--- src/rtl/dsc_pkg.sv ---
// Shared types and defaults for the path output side (walker capture + forward emission).
//   estado_emissor_t : emitter FSM states
//   ADDR_WIDTH_DEF   : default node address width (64 nodes)
//   MAX_CAMINHO_DEF  : default maximum path length in nodes
package dsc_pkg;

  localparam int unsigned ADDR_WIDTH_DEF  = 6;
  localparam int unsigned MAX_CAMINHO_DEF = 64;

  typedef enum logic [1:0] {
    OCIOSO  = 2'd0,
    CAPTURA = 2'd1,
    EMITE   = 2'd2
  } estado_emissor_t;

endpackage

--- src/rtl/emissor_caminho_pilha.sv ---
// pilha_lifo: flop-array LIFO holding one captured path.
//   clk, rst        : clock, synchronous active-high reset
//   clr             : empty the stack (wins over push/pop)
//   push, din       : write din on top; dropped when cheia
//   pop             : discard top entry; ignored when vazia
//   ptr             : number of stored entries
//   cheia, vazia    : full / empty flags
//   topo, sob_topo  : entry at ptr-1 and ptr-2 (0 when absent)
module pilha_lifo
  import dsc_pkg::*;
#(
  parameter int unsigned  ADDR_WIDTH = ADDR_WIDTH_DEF,
  parameter int unsigned  DEPTH      = MAX_CAMINHO_DEF,
  localparam int unsigned PTR_WIDTH  = $clog2(DEPTH + 1)
) (
  input  logic                  clk,
  input  logic                  rst,
  input  logic                  clr,
  input  logic                  push,
  input  logic                  pop,
  input  logic [ADDR_WIDTH-1:0] din,
  output logic [PTR_WIDTH-1:0]  ptr,
  output logic                  cheia,
  output logic                  vazia,
  output logic [ADDR_WIDTH-1:0] topo,
  output logic [ADDR_WIDTH-1:0] sob_topo
);

  localparam int unsigned IDX_WIDTH = (DEPTH > 1) ? $clog2(DEPTH) : 1;

  logic [ADDR_WIDTH-1:0] mem [DEPTH];
  logic [PTR_WIDTH-1:0]  ptr_q;
  logic                  wr_en;

  assign ptr   = ptr_q;
  assign cheia = (ptr_q == PTR_WIDTH'(DEPTH));
  assign vazia = (ptr_q == '0);
  assign wr_en = push && !cheia && !clr;

  // Reads are guarded so an empty or single-entry stack never indexes past the array.
  assign topo     = vazia ? '0 : mem[IDX_WIDTH'(ptr_q - PTR_WIDTH'(1))];
  assign sob_topo = (ptr_q < PTR_WIDTH'(2)) ? '0 : mem[IDX_WIDTH'(ptr_q - PTR_WIDTH'(2))];

  // Storage: no reset needed, contents are only read below ptr.
  always_ff @(posedge clk) begin
    if (wr_en) begin
      mem[IDX_WIDTH'(ptr_q)] <= din;
    end
  end

  // Stack pointer.
  always_ff @(posedge clk) begin
    if (rst || clr) begin
      ptr_q <= '0;
    end else if (wr_en) begin
      ptr_q <= ptr_q + PTR_WIDTH'(1);
    end else if (pop && !vazia) begin
      ptr_q <= ptr_q - PTR_WIDTH'(1);
    end
  end

endmodule

--- src/rtl/emissor_caminho.sv ---
// emissor_caminho: captures the walker's destino-first address stream into a LIFO, then
// emits it fonte-first on a valid/ready stream with a last flag.
//   clk, rst        : clock, synchronous active-high reset
//   cap_inicio_in   : new request; starts/restarts capture, aborts emission
//   cap_valid_in    : one path address on cap_addr_in
//   cap_fim_in      : walker finished
//   out_valid/ready : output handshake; out_addr fonte-first, out_last marks destino
//   comprimento_out : stored path length, latched at cap_fim_in
//   ocupado_out     : block not idle
//   overflow_out    : sticky, capture exceeded MAX_CAMINHO
module emissor_caminho
  import dsc_pkg::*;
#(
  parameter int unsigned  ADDR_WIDTH  = ADDR_WIDTH_DEF,
  parameter int unsigned  MAX_CAMINHO = MAX_CAMINHO_DEF,
  localparam int unsigned PTR_WIDTH   = $clog2(MAX_CAMINHO + 1)
) (
  input  logic                  clk,
  input  logic                  rst,
  input  logic                  cap_inicio_in,
  input  logic                  cap_valid_in,
  input  logic [ADDR_WIDTH-1:0] cap_addr_in,
  input  logic                  cap_fim_in,
  output logic                  out_valid,
  input  logic                  out_ready,
  output logic [ADDR_WIDTH-1:0] out_addr,
  output logic                  out_last,
  output logic [PTR_WIDTH-1:0]  comprimento_out,
  output logic                  ocupado_out,
  output logic                  overflow_out
);

  estado_emissor_t       estado, estado_n;
  logic                  clr, push, pop;
  logic [PTR_WIDTH-1:0]  ptr;
  logic                  cheia, vazia;
  logic [ADDR_WIDTH-1:0] topo, sob_topo;
  logic                  overflow_n, valid_n, last_n;
  logic [PTR_WIDTH-1:0]  comp_n, comp_cap;
  logic [ADDR_WIDTH-1:0] addr_n;

  pilha_lifo #(
    .ADDR_WIDTH (ADDR_WIDTH),
    .DEPTH      (MAX_CAMINHO)
  ) u_pilha (
    .clk      (clk),
    .rst      (rst),
    .clr      (clr),
    .push     (push),
    .pop      (pop),
    .din      (cap_addr_in),
    .ptr      (ptr),
    .cheia    (cheia),
    .vazia    (vazia),
    .topo     (topo),
    .sob_topo (sob_topo)
  );

  // Next state, stack controls and next registered outputs.
  always_comb begin
    estado_n   = estado;
    clr        = 1'b0;
    push       = 1'b0;
    pop        = 1'b0;
    overflow_n = overflow_out;
    comp_n     = comprimento_out;
    comp_cap   = ptr;
    valid_n    = 1'b0;
    addr_n     = '0;
    last_n     = 1'b0;

    case (estado)
      OCIOSO: begin
        if (cap_inicio_in) begin
          estado_n   = CAPTURA;
          clr        = 1'b1;
          overflow_n = 1'b0;
          comp_n     = '0;
        end
      end

      CAPTURA: begin
        if (cap_inicio_in) begin
          clr        = 1'b1;
          overflow_n = 1'b0;
          comp_n     = '0;
        end else begin
          if (cap_valid_in) begin
            if (cheia) begin
              overflow_n = 1'b1;
            end else begin
              push = 1'b1;
            end
          end
          // A push in the fim cycle counts towards the length and is the first beat.
          comp_cap = ptr + PTR_WIDTH'(push);
          if (cap_fim_in) begin
            if (overflow_n || (comp_cap == '0)) begin
              estado_n = OCIOSO;
            end else begin
              estado_n = EMITE;
              comp_n   = comp_cap;
              valid_n  = 1'b1;
              addr_n   = push ? cap_addr_in : topo;
              last_n   = (comp_cap == PTR_WIDTH'(1));
            end
          end
        end
      end

      EMITE: begin
        if (cap_inicio_in) begin
          // Abort wins over a same-cycle handshake.
          estado_n   = CAPTURA;
          clr        = 1'b1;
          overflow_n = 1'b0;
          comp_n     = '0;
        end else if (out_valid && out_ready) begin
          pop = 1'b1;
          if (ptr == PTR_WIDTH'(1)) begin
            estado_n = OCIOSO;
          end else begin
            valid_n = 1'b1;
            addr_n  = sob_topo;
            last_n  = (ptr == PTR_WIDTH'(2));
          end
        end else begin
          valid_n = out_valid;
          addr_n  = out_addr;
          last_n  = out_last;
        end
      end

      default: begin
        estado_n = OCIOSO;
      end
    endcase
  end

  // State and output registers.
  always_ff @(posedge clk) begin
    if (rst) begin
      estado          <= OCIOSO;
      out_valid       <= 1'b0;
      out_addr        <= '0;
      out_last        <= 1'b0;
      comprimento_out <= '0;
      ocupado_out     <= 1'b0;
      overflow_out    <= 1'b0;
    end else begin
      estado          <= estado_n;
      out_valid       <= valid_n;
      out_addr        <= addr_n;
      out_last        <= last_n;
      comprimento_out <= comp_n;
      ocupado_out     <= (estado_n != OCIOSO);
      overflow_out    <= overflow_n;
    end
  end

endmodule

--- config.mk ---
export PLATFORM = sky130hd
export DESIGN_NAME = emissor_caminho
export DESIGN_NICKNAME = d
export VERILOG_FILES = /design/src/rtl/dsc_pkg.sv /design/src/rtl/emissor_caminho_pilha.sv /design/src/rtl/emissor_caminho.sv
export SDC_FILE = /design/constraint.sdc
export NUM_CORES = 1
export LEC_CHECK = 0
export CAP_MARGIN = 20
export CORE_MARGIN = 1.5
export CORE_UTILIZATION = 35
export DETAILED_ROUTE_END_ITERATION = 8
export PLACE_DENSITY = 0.49
export SETUP_SLACK_MARGIN = 0.4
export SYNTH_ARGS = -nofsm -noshare
export SYNTH_HDL_FRONTEND = slang
export SYNTH_SLANG_ARGS = --single-unit
--- constraint.sdc ---
create_clock -name clk -period 5.04 [get_ports clk]
set_clock_uncertainty 0.15 [all_clocks]
set_input_delay 0.504 -clock clk [delete_from_list [all_inputs] [get_ports clk]]
set_output_delay 0.504 -clock clk [all_outputs]
set_load 0.05 [all_outputs]
==> flow_summary.ini, run 1 <==
[outcome]
status = completed

[global_routing]
grt_usage = 0.201
grt.overflow.total = 0
grt_max_degree = 112
grt_pass1_wl_um = 86000
grt_pass1_vias = 12100
antenna_found_initial = 1

[logic_synthesis]
synth_cell_type_count = 65
syn_inst = 1263
async_reset_ff_frac = 0
yosysWarningCount = 0
synth_top_area_frac = 0.575
synth-edff-count = 384
yosysTopAreaCell = edfxtp_1
seq_area_frac_synth = 0.600
synthesis.nets = 1290
synthTopCellsByArea = edfxtp_1 57%, mux4_2 18%, mux2i_1 3.9%, dfxtp_1 2.6%, nand2_1 2.1%
ys_seq_elements = 410
synth_area_per_cell_um2 = 15.9
synth_area_mm2 = 0.0201
synthFlopType = edfxtp_1

[floorplan]
ios = 29
core-area_mm2 = 0.0565
die_area_mm2 = 0.0588
dieWidth_um = 242
initial_core_util = 0.355
die_h_um = 242
rows = 87

[clocking]
cts_buffer_depth = 3
clkTransAtPathRegs_ps = 70
cts_tree = done
clock-sinks = 410
post_cts_buffers = 0
cts_max_level = 2
clkLatencyLatePin_ps = 590
cts_hold_buffers = 0
cts.root.buffer_cell = clkbuf_16
cts-resized-gates = 0
cts_buffers = 45

[critical_path]
crit_arrival_ps = 4430
cp.required_ps = 5350
crit_path_start_kind = register
path_max_fanout = 15
r2r_slack_ps = 920
cp-end-kind = register
path_class = reg2reg

[routing]
wl_per_cell_um = 28.3
drtPass1Iterations = 5
drc_errors = 0
drt_iter0_drc = 1301
drt_wl_total_um = 59000
vias_per_cell = 5.82
route.vias.total = 12100
route.antenna.remaining_nets = 0

[sta]
max_freq_mhz = 243
rsz0062_at_grt = no
finalCritPeriodShare = 0.817
hold_viol_final = 0
worst_pin_slew_ps = 973
slew_headroom = 0.349
drv_slew = 0
finalCriticalPeriod_ps = 4120
setup_viol = 0
fin_tns_setup_ps = 0
fin_ws_ps = 921

[place]
gp_congestion = 0.905
pre_cts_ws_ps = 948
port_buffers = 28
detailed_place_hpwl_um = 39800

[cells_and_area]
syn2layout_area_growth_pct = 12.8
drive_gt1_frac = 0.220
multiInputGateArea_mm2 = 0.00752
nNetsFinal = 1319
ff_latch_area_mm2 = 0.0121
diodes = 0
fillers = 5163

[pwr]
p_leak_uw = 0.00687
peakVddDrop_uv = 212
powerDensity_mw_per_mm2 = 317

[flow_run]
maxCapViolCount = 0

[min_path]
min_path_type = in2reg
## metrics by stage
stage / instances / power, uW / util / hold slack [ps] / area (um^2)
after CTS: 2083 / 7250 / 0.400 / 192 / 22600
after global placement: 2000 / 4020 / 0.375 / 303 / 21200
final: 2084 / 7180 / 0.401 / 214 / 22600
after floorplan: 1263 / 3920 / - / 363 / 20100
after global routing: 2084 / 7380 / 0.401 / 220 / 22600
after detailed placement: 2000 / 4020 / 0.375 / 301 / 21200
## cell usage after synthesis (all sizes together) (2+ instances only)
| master | number |
|---|---|
| a211oi | 2 |
| a21o | 2 |
| a21oi | 26 |
| a221oi | 26 |
| a22o | 3 |
| a22oi | 8 |
| a31oi | 3 |
| a32oi | 16 |
| and2 | 2 |
| and3 | 5 |
| and4b | 2 |
| buf | 64 |
| clkbuf | 23 |
| dfxtp | 26 |
| edfxtp | 384 |
| ha | 15 |
| inv | 14 |
| mux2i | 79 |
| mux4 | 167 |
| nand2 | 113 |
| nand2b | 9 |
| nand3 | 44 |
| nand3b | 6 |
| nand4 | 18 |
| nand4b | 3 |
| nor2 | 88 |
| nor2b | 9 |
| nor3 | 10 |
| o211ai | 5 |
| o21a | 2 |
| o21ai | 28 |
| o21bai | 3 |
| o22ai | 3 |
| o311ai | 2 |
| o31ai | 5 |
| or2 | 5 |
| or3 | 7 |
| or4 | 2 |
| xnor2 | 11 |
| xor2 | 7 |
## cell usage in the layout, fill, tap and decap left out, types with 9 or more instances in the layout
cell | netlist | final
nand2b_1 | 9 | 9
a32oi_1 | 16 | 16
mux2i_1 | 79 | 79
clkinv_1 | 1 | 12
nand2_1 | 113 | 113
a221oi_1 | 26 | 26
clkbuf_1 | 23 | 9
clkbuf_16 | 0 | 45
buf_4 | 21 | 36
nand3_1 | 44 | 44
nor2_1 | 88 | 87
nand4_1 | 17 | 17
edfxtp_1 | 384 | 384
nor3_1 | 10 | 10
dfxtp_1 | 26 | 24
clkdlybuf4s50_1 | 0 | 22
inv_1 | 14 | 14
xnor2_1 | 11 | 10
o21ai_0 | 28 | 28
mux4_2 | 164 | 164
a21oi_1 | 26 | 26
ha_1 | 15 | 14
## registers in the layout, summed over array words and instances (netlist names)
name             flops
comprimento_out      7
u_pilha.mem        384
out_last             1
u_pilha.ptr          7
ocupado_out          1
overflow_out         1
out_valid            1
out_addr             6
estado               2
## logic make-up (layout without fill, tap and decap cells)
family	after synthesis	after routing	synth area share
buffers and inverters	102	167	0.0277
AND/OR/NAND/NOR	326	326	0.0752
AO/OA/AOI/OAI	145	145	0.0511
multiplexers	247	247	0.228
adder cells (fa/ha/maj)	15	15	0.00935
flip-flops	410	410	0.600
XOR/XNOR	18	18	0.00823
## power by group
part / internal (uW) / leakage (uW) / total, uW / switching, uW
sequential: 3720 / 0.00366 / 3730 / 4.31
clock: 1850 / 0.000697 / 3230 / 1380
combinational: 74.0 / 0.00251 / 222 / 148
total: 5650 / 0.00687 / 7180 / 1530
## final timing paths
check                           from                  to  cells past startpoint
hold / removal        cap_addr_in[2]  u_pilha.mem[50][2]                      1
setup / recovery      u_pilha.ptr[2]         out_addr[2]                     11
setup reg to reg      u_pilha.ptr[2]         out_addr[2]                     11
hold reg to reg   comprimento_out[1]  comprimento_out[1]                      2
## worst max-delay path, cell delays in order (launching register included)
cell	delay (ps)
dfxtp_1	480
nor4_1	630
nand3_1	190
and2_1	210
ha_1	240
xor2_1	160
o32ai_1	310
nand3_1	140
o211a_1	400
and4b_1	390
and3_1	210
or4_1	490
## routing by layer
metal	share of wire	vias to the layer above	global-route usage
met5	0.00022	-	0
met4	0.029	2	0.0643
met3	0.066	94	0.0419
met2	0.46	417	0.313
met1	0.44	6414	0.282
li1	-	5211	-
## layout make-up
type | instances | share of cell area
Clock inverter | 29 | 0.0118
Timing Repair Buffer | 69 | 0.0278
Clock buffer | 54 | 0.0512
Inverter | 15 | 0.00249
Sequential cell | 410 | 0.533
Tap cell | 756 | 0.0418
Multi-Input combinational cell | 751 | 0.332
No activity file was read; power rests on OpenSTA's default activity.
==> inputs of run 2 (changes only) <==
--- a/config.mk
+++ b/config.mk
@@ -9,7 +9,7 @@
 export CORE_MARGIN = 1.5
 export CORE_UTILIZATION = 35
 export DETAILED_ROUTE_END_ITERATION = 8
-export PLACE_DENSITY = 0.49
+export PLACE_DENSITY = 0.5
 export SETUP_SLACK_MARGIN = 0.4
 export SYNTH_ARGS = -nofsm -noshare
 export SYNTH_HDL_FRONTEND = slang
==> constraint.sdc (replaced) <==
create_clock -name clk -period 3.6 [get_ports clk]
set_clock_uncertainty 0.15 [all_clocks]
set_input_delay 0.36 -clock clk [delete_from_list [all_inputs] [get_ports clk]]
set_output_delay 0.36 -clock clk [all_outputs]
set_load 0.05 [all_outputs]
==> flow_summary.ini, run 2 (same netlist as run 1, synthesis figures left out) <==
[critical_path]
ff2ff_path_depth = 9
cp.required_ps = 3910
cp-end-kind = register
r2r_slack_ps = 420
crit_arrival_ps = 3490
path_max_fanout = 14
path_class = reg2reg
crit_path_start_kind = register
r2r-start = u_pilha.ptr[2]
r2r-end = out_addr[2]

[cells_and_area]
final_common_cell = edfxtp_1
syn2layout_area_growth_pct = 17.6
layout_common_cells = 384 x edfxtp_1, 164 x mux4_2, 133 x buf_4, 113 x nand2_1, 87 x nor2_1
nNetsFinal = 1422
fin_cells = 2185
diodes = 0
ff_latch_area_mm2 = 0.0121
drive_gt1_frac = 0.290
fillers = 5073
largest_register_ffs = 384
top_register = u_pilha.mem
multiInputGateArea_mm2 = 0.00764

[sta]
hold_viol_final = 0
slew_headroom = 0.373
fin_ws_ps = 417
worst_pin_slew_ps = 941
drv_slew = 0
finalCriticalPeriod_ps = 3180
setup_viol = 0
max_freq_mhz = 314
rsz0062_at_grt = yes
finalCritPeriodShare = 0.884

[flow_run]
maxCapViolCount = 0

[place]
detailed_place_hpwl_um = 43200
gp_congestion = 0.873
placedCellCount = 2101
port_buffers = 28
pre_cts_ws_ps = 202

[routing]
drt_wl_total_um = 62100
route.vias.total = 12700
drtPass1Iterations = 6
wl_per_cell_um = 28.4
drc_errors = 0
route.antenna.remaining_nets = 0
vias_per_cell = 5.82
drt_iter0_drc = 1170

[min_path]
min_to = u_pilha.mem[43][0]
hp-start = cap_addr_in[0]
min_path_type = in2reg
hold-path-cell-count = 1

[pwr]
seqPwrFrac = 0.512
powerDensity_mw_per_mm2 = 432
p_leak_uw = 0.00747
power.internal_uw = 8040
peakVddDrop_uv = 300
power.share.clock = 0.455
switching_share = 0.211
combPwrFrac = 0.033
p_sw_uw = 2150

[clocking]
clkTransAtPathRegs_ps = 60
cts_tree = done
cts_hold_buffers = 0
cts_buffer_depth = 3
cts.root.buffer_cell = clkbuf_16
cts_buffers = 46
clock-sinks = 410
clkLatencyLatePin_ps = 580
cts_max_level = 2

[global_routing]
grt_max_degree = 83
grt_pass1_vias = 12600
grt_pass1_wl_um = 90500
grt_usage = 0.212
antenna_found_initial = 1
grt.overflow.total = 0

[floorplan]
die_area_mm2 = 0.0588
initial_core_util = 0.355
rows = 87
dieWidth_um = 242
die_h_um = 242
ios = 29
core-area_mm2 = 0.0565

[outcome]
status = completed
==> run 2: through the flow <==
stage	power, uW	setup TNS (ps)	hold WS, ps	area, um^2	utilization
after floorplan	5490	-238	309	20300	-
after global placement	5650	0	293	22000	0.390
after detailed placement	5660	0	299	22000	0.390
after CTS	10300	0	179	23500	0.416
after global routing	10500	0	189	23600	0.418
final	10200	0	188	23600	0.418
==> run 2: how the worst max path moves through the flow <==
stage	slack, ps	to	cells past startpoint	start
finish	420	out_addr[2]	9	u_pilha.ptr[2]
global route	330	out_addr[2]	12	u_pilha.ptr[2]
CTS	390	out_addr[2]	12	u_pilha.ptr[5]
detailed placement	200	out_addr[2]	10	cap_valid_in
global placement	200	out_addr[2]	10	cap_valid_in
floorplan	-200	out_addr[2]	19	u_pilha.ptr[0]
==> run 2: cell type report <==
cell class                      instances  share of cell area
Sequential cell                       410               0.511
Multi-Input combinational cell        751               0.324
Timing Repair Buffer                  171              0.0604
Clock buffer                           54              0.0522
Tap cell                              756              0.0401
Clock inverter                         28             0.00965
Inverter                               15             0.00276
==> run 2: critical path, stage by stage, from the launching register on <==
cell      delay [ps]
dfxtp_2          350
buf_4            230
inv_1            180
ha_1             230
buf_4            190
xor2_4           340
mux4_2           610
o211ai_1         190
nor3_1            60
or4_1            520
==> run 2: power by group through the flow <==
stage	Clock [uW]	Combinational, uW	Sequential [uW]
floorplan	0	171	5320
global placement	0	340	5310
detailed placement	0	342	5310
CTS	4750	342	5210
global route	4910	362	5210
finish	4630	339	5210
==> run 2: repair_timing <==
item | CTS | global route
resized for setup | 5 | 14
setup endpoints to repair | 2 | 9
pin swaps | 1 | 4
setup buffers | 2 | 0
==> run 2: per-layer routing <==
layer  vias to the layer above  GRT usage  wire length (um)
met5                         -          0                 7
met4                         2     0.0715              1860
met3                        96     0.0331              3770
met2                       458      0.335             29200
met1                      6743      0.297             27200
li1                       5412          -                 -
==> inputs of run 3 (changes only) <==
--- a/config.mk
+++ b/config.mk
@@ -5,11 +5,13 @@
 export SDC_FILE = /design/constraint.sdc
 export NUM_CORES = 1
 export LEC_CHECK = 0
+export ABC_AREA = 0
 export CAP_MARGIN = 20
 export CORE_MARGIN = 1.5
 export CORE_UTILIZATION = 35
 export DETAILED_ROUTE_END_ITERATION = 8
-export PLACE_DENSITY = 0.5
+export GPL_TIMING_DRIVEN = 0
+export PLACE_DENSITY = 0.49
 export SETUP_SLACK_MARGIN = 0.4
 export SYNTH_ARGS = -nofsm -noshare
 export SYNTH_HDL_FRONTEND = slang
==> flow_summary.ini, run 3 (same netlist as run 1, synthesis figures left out) <==
[clocking]
clock-sinks = 410
cts.root.buffer_cell = clkbuf_16
cts_max_level = 2
cts_tree = done
clkLatencyLatePin_ps = 600
cts_hold_buffers = 0
cts_buffers = 46
cts_buffer_depth = 3
clkTransAtPathRegs_ps = 60

[global_routing]
antenna_found_initial = 0
grt_max_degree = 51
grt.overflow.total = 0
grt_pass1_wl_um = 109000
grt_usage = 0.267
grt_pass1_vias = 13600

[min_path]
min_path_type = in2reg
hp-start = cap_addr_in[2]
min_to = u_pilha.mem[13][2]
hold-path-cell-count = 1

[sta]
hold_viol_final = 0
fin_ws_ps = -374
rsz0062_at_grt = yes
max_freq_mhz = 252
setup_viol = 70
finalCriticalPeriod_ps = 3970
slew_headroom = 0.189
worst_pin_slew_ps = 1210
finalCritPeriodShare = 1.10
fin_tns_setup_ps = -4940
drv_slew = 0

[place]
post_dp_cell_area_mm2 = 0.0216
placedCellCount = 2055
port_buffers = 28
gp_congestion = 0.957
detailed_place_hpwl_um = 52700

[cells_and_area]
layout_common_cells = 384 x edfxtp_1, 164 x mux4_2, 106 x nand2_1, 69 x mux2i_1, 66 x buf_4
nNetsFinal = 1458
syn2layout_area_growth_pct = 26.3
post-route-util = 0.449
largest_register_ffs = 384
final_common_cell = edfxtp_1
top_register = u_pilha.mem
diodes = 0
drive_gt1_frac = 0.375
fin_cells = 2224
final_cell_area_mm2 = 0.0254

[critical_path]
crit_slowest_cell = or4_1
path_buf_inv = 9
r2r-end = out_addr[2]
cp.required_ps = 3930
cp-end-kind = register
path_class = reg2reg
path_common_cell = buf_16
r2r-start = u_pilha.ptr[0]
path_max_fanout = 4
cp_top_family = simple AND/OR/NAND/NOR gates
crit_path_start_kind = register
cp_cell_sequence = buf_12, buf_12, buf_16, buf_16, buf_16, buf_16, buf_16, clkinv_8, ha_4, nand3_4, and2_4, buf_4, ha_2, nand2_1, o32ai_2, nand3_2, o211a_1, and4b_2, and3_4, or4_1
crit_cells = 20
r2r_slack_ps = -370
slowest_delay_ps = 450
ff2ff_path_depth = 20
crit_arrival_ps = 4300

[routing]
route.antenna.remaining_nets = 0
drt_iter0_drc = 1814
vias_per_cell = 6.17
drtPass1Iterations = 6
drc_errors = 0
route.vias.total = 13700
wl_per_cell_um = 35.4
drt_wl_total_um = 78700

[floorplan]
dieWidth_um = 242
initial_core_util = 0.355
die_h_um = 242
ios = 29
rows = 87
die_area_mm2 = 0.0588
core-area_mm2 = 0.0565

[pwr]
powerDensity_mw_per_mm2 = 407
power.total_uw = 10300
p_leak_uw = 0.00782
peakVddDrop_uv = 336

[outcome]
violations = setup timing
status = complete, but fails checks

[flow_run]
maxCapViolCount = 0
==> run 3: changes by cell type in the layout (fill, tap and decap cells not counted), moves of 9 or more <==
cell,delta
buf_4,-67
nor2_1,-64
nor2_4,+57
buf_12,+29
buf_6,+22
clkbuf_1,+13
buf_16,+12
buf_2,+11
mux2i_1,-10
nand3_1,-9
==> run 3: area by class of cell <==
cell class                 instances  area, um^2
fill                            4932       31100
timing repair buffer             120        1330
tap                              756         946
buffer                            87        1060
multi-input combinational        751        8440
inverter                          15        73.8
sequential                       410       12100
clock inverter                    26         241
clock buffer                      59        1200
==> run 3: worst max path at each step <==
| stage | slack, ps | start | to |
|---|---|---|---|
| after floorplan | -200 | u_pilha.ptr[0] | out_addr[2] |
| after global placement | -2760 | u_pilha.ptr[1] | out_addr[5] |
| after global routing | -480 | u_pilha.ptr[0] | out_addr[2] |
| final | -370 | u_pilha.ptr[0] | out_addr[2] |
| after CTS | -300 | u_pilha.ptr[0] | out_addr[2] |
| after detailed placement | -2690 | u_pilha.ptr[1] | out_addr[3] |
==> run 3: where the power goes <==
group | switching (uW) | internal [uW] | total [uW]
clock network | 2020 | 2650 | 4670
registers | 4.09 | 5210 | 5210
logic | 274 | 166 | 441
total | 2300 | 8020 | 10300
==> run 3: repair_timing <==
| action | CTS | global route |
|---|---|---|
| setup buffers | 68 | 14 |
| endpoints found under the setup margin | 409 | 407 |
| cloned | 0 | 1 |
| hold endpoints to repair | 0 | 0 |
| pin swaps | 36 | 19 |
| resized for setup | 304 | 43 |
==> run 3: metal layers <==
metal / vias up / global-route usage / wire length [um]
met5: - / 0 / 0
met3: 176 / 0.0652 / 6670
met1: 7330 / 0.357 / 32300
li1: 5502 / - / -
met2: 717 / 0.419 / 36300
met4: 0 / 0.103 / 3340
==> run 3: worst register-to-register path: stages, from the launching register on <==
cell	delay, ps
dfxtp_4	360
buf_12	100
buf_12	110
buf_16	130
buf_16	120
buf_16	120
buf_16	120
buf_16	130
clkinv_8	50
ha_4	170
nand3_4	70
and2_4	150
buf_4	100
ha_2	220
nand2_1	90
o32ai_2	340
nand3_2	130
o211a_1	270
and4b_2	300
and3_4	180
or4_1	450
==> run 3: per-stage QoR <==
stage,hold slack [ps],setup slack [ps]
finish,38.8,-374
global route,42.2,-485
CTS,18.5,-303
detailed placement,302,-2690
global placement,293,-2760
floorplan,309,-198
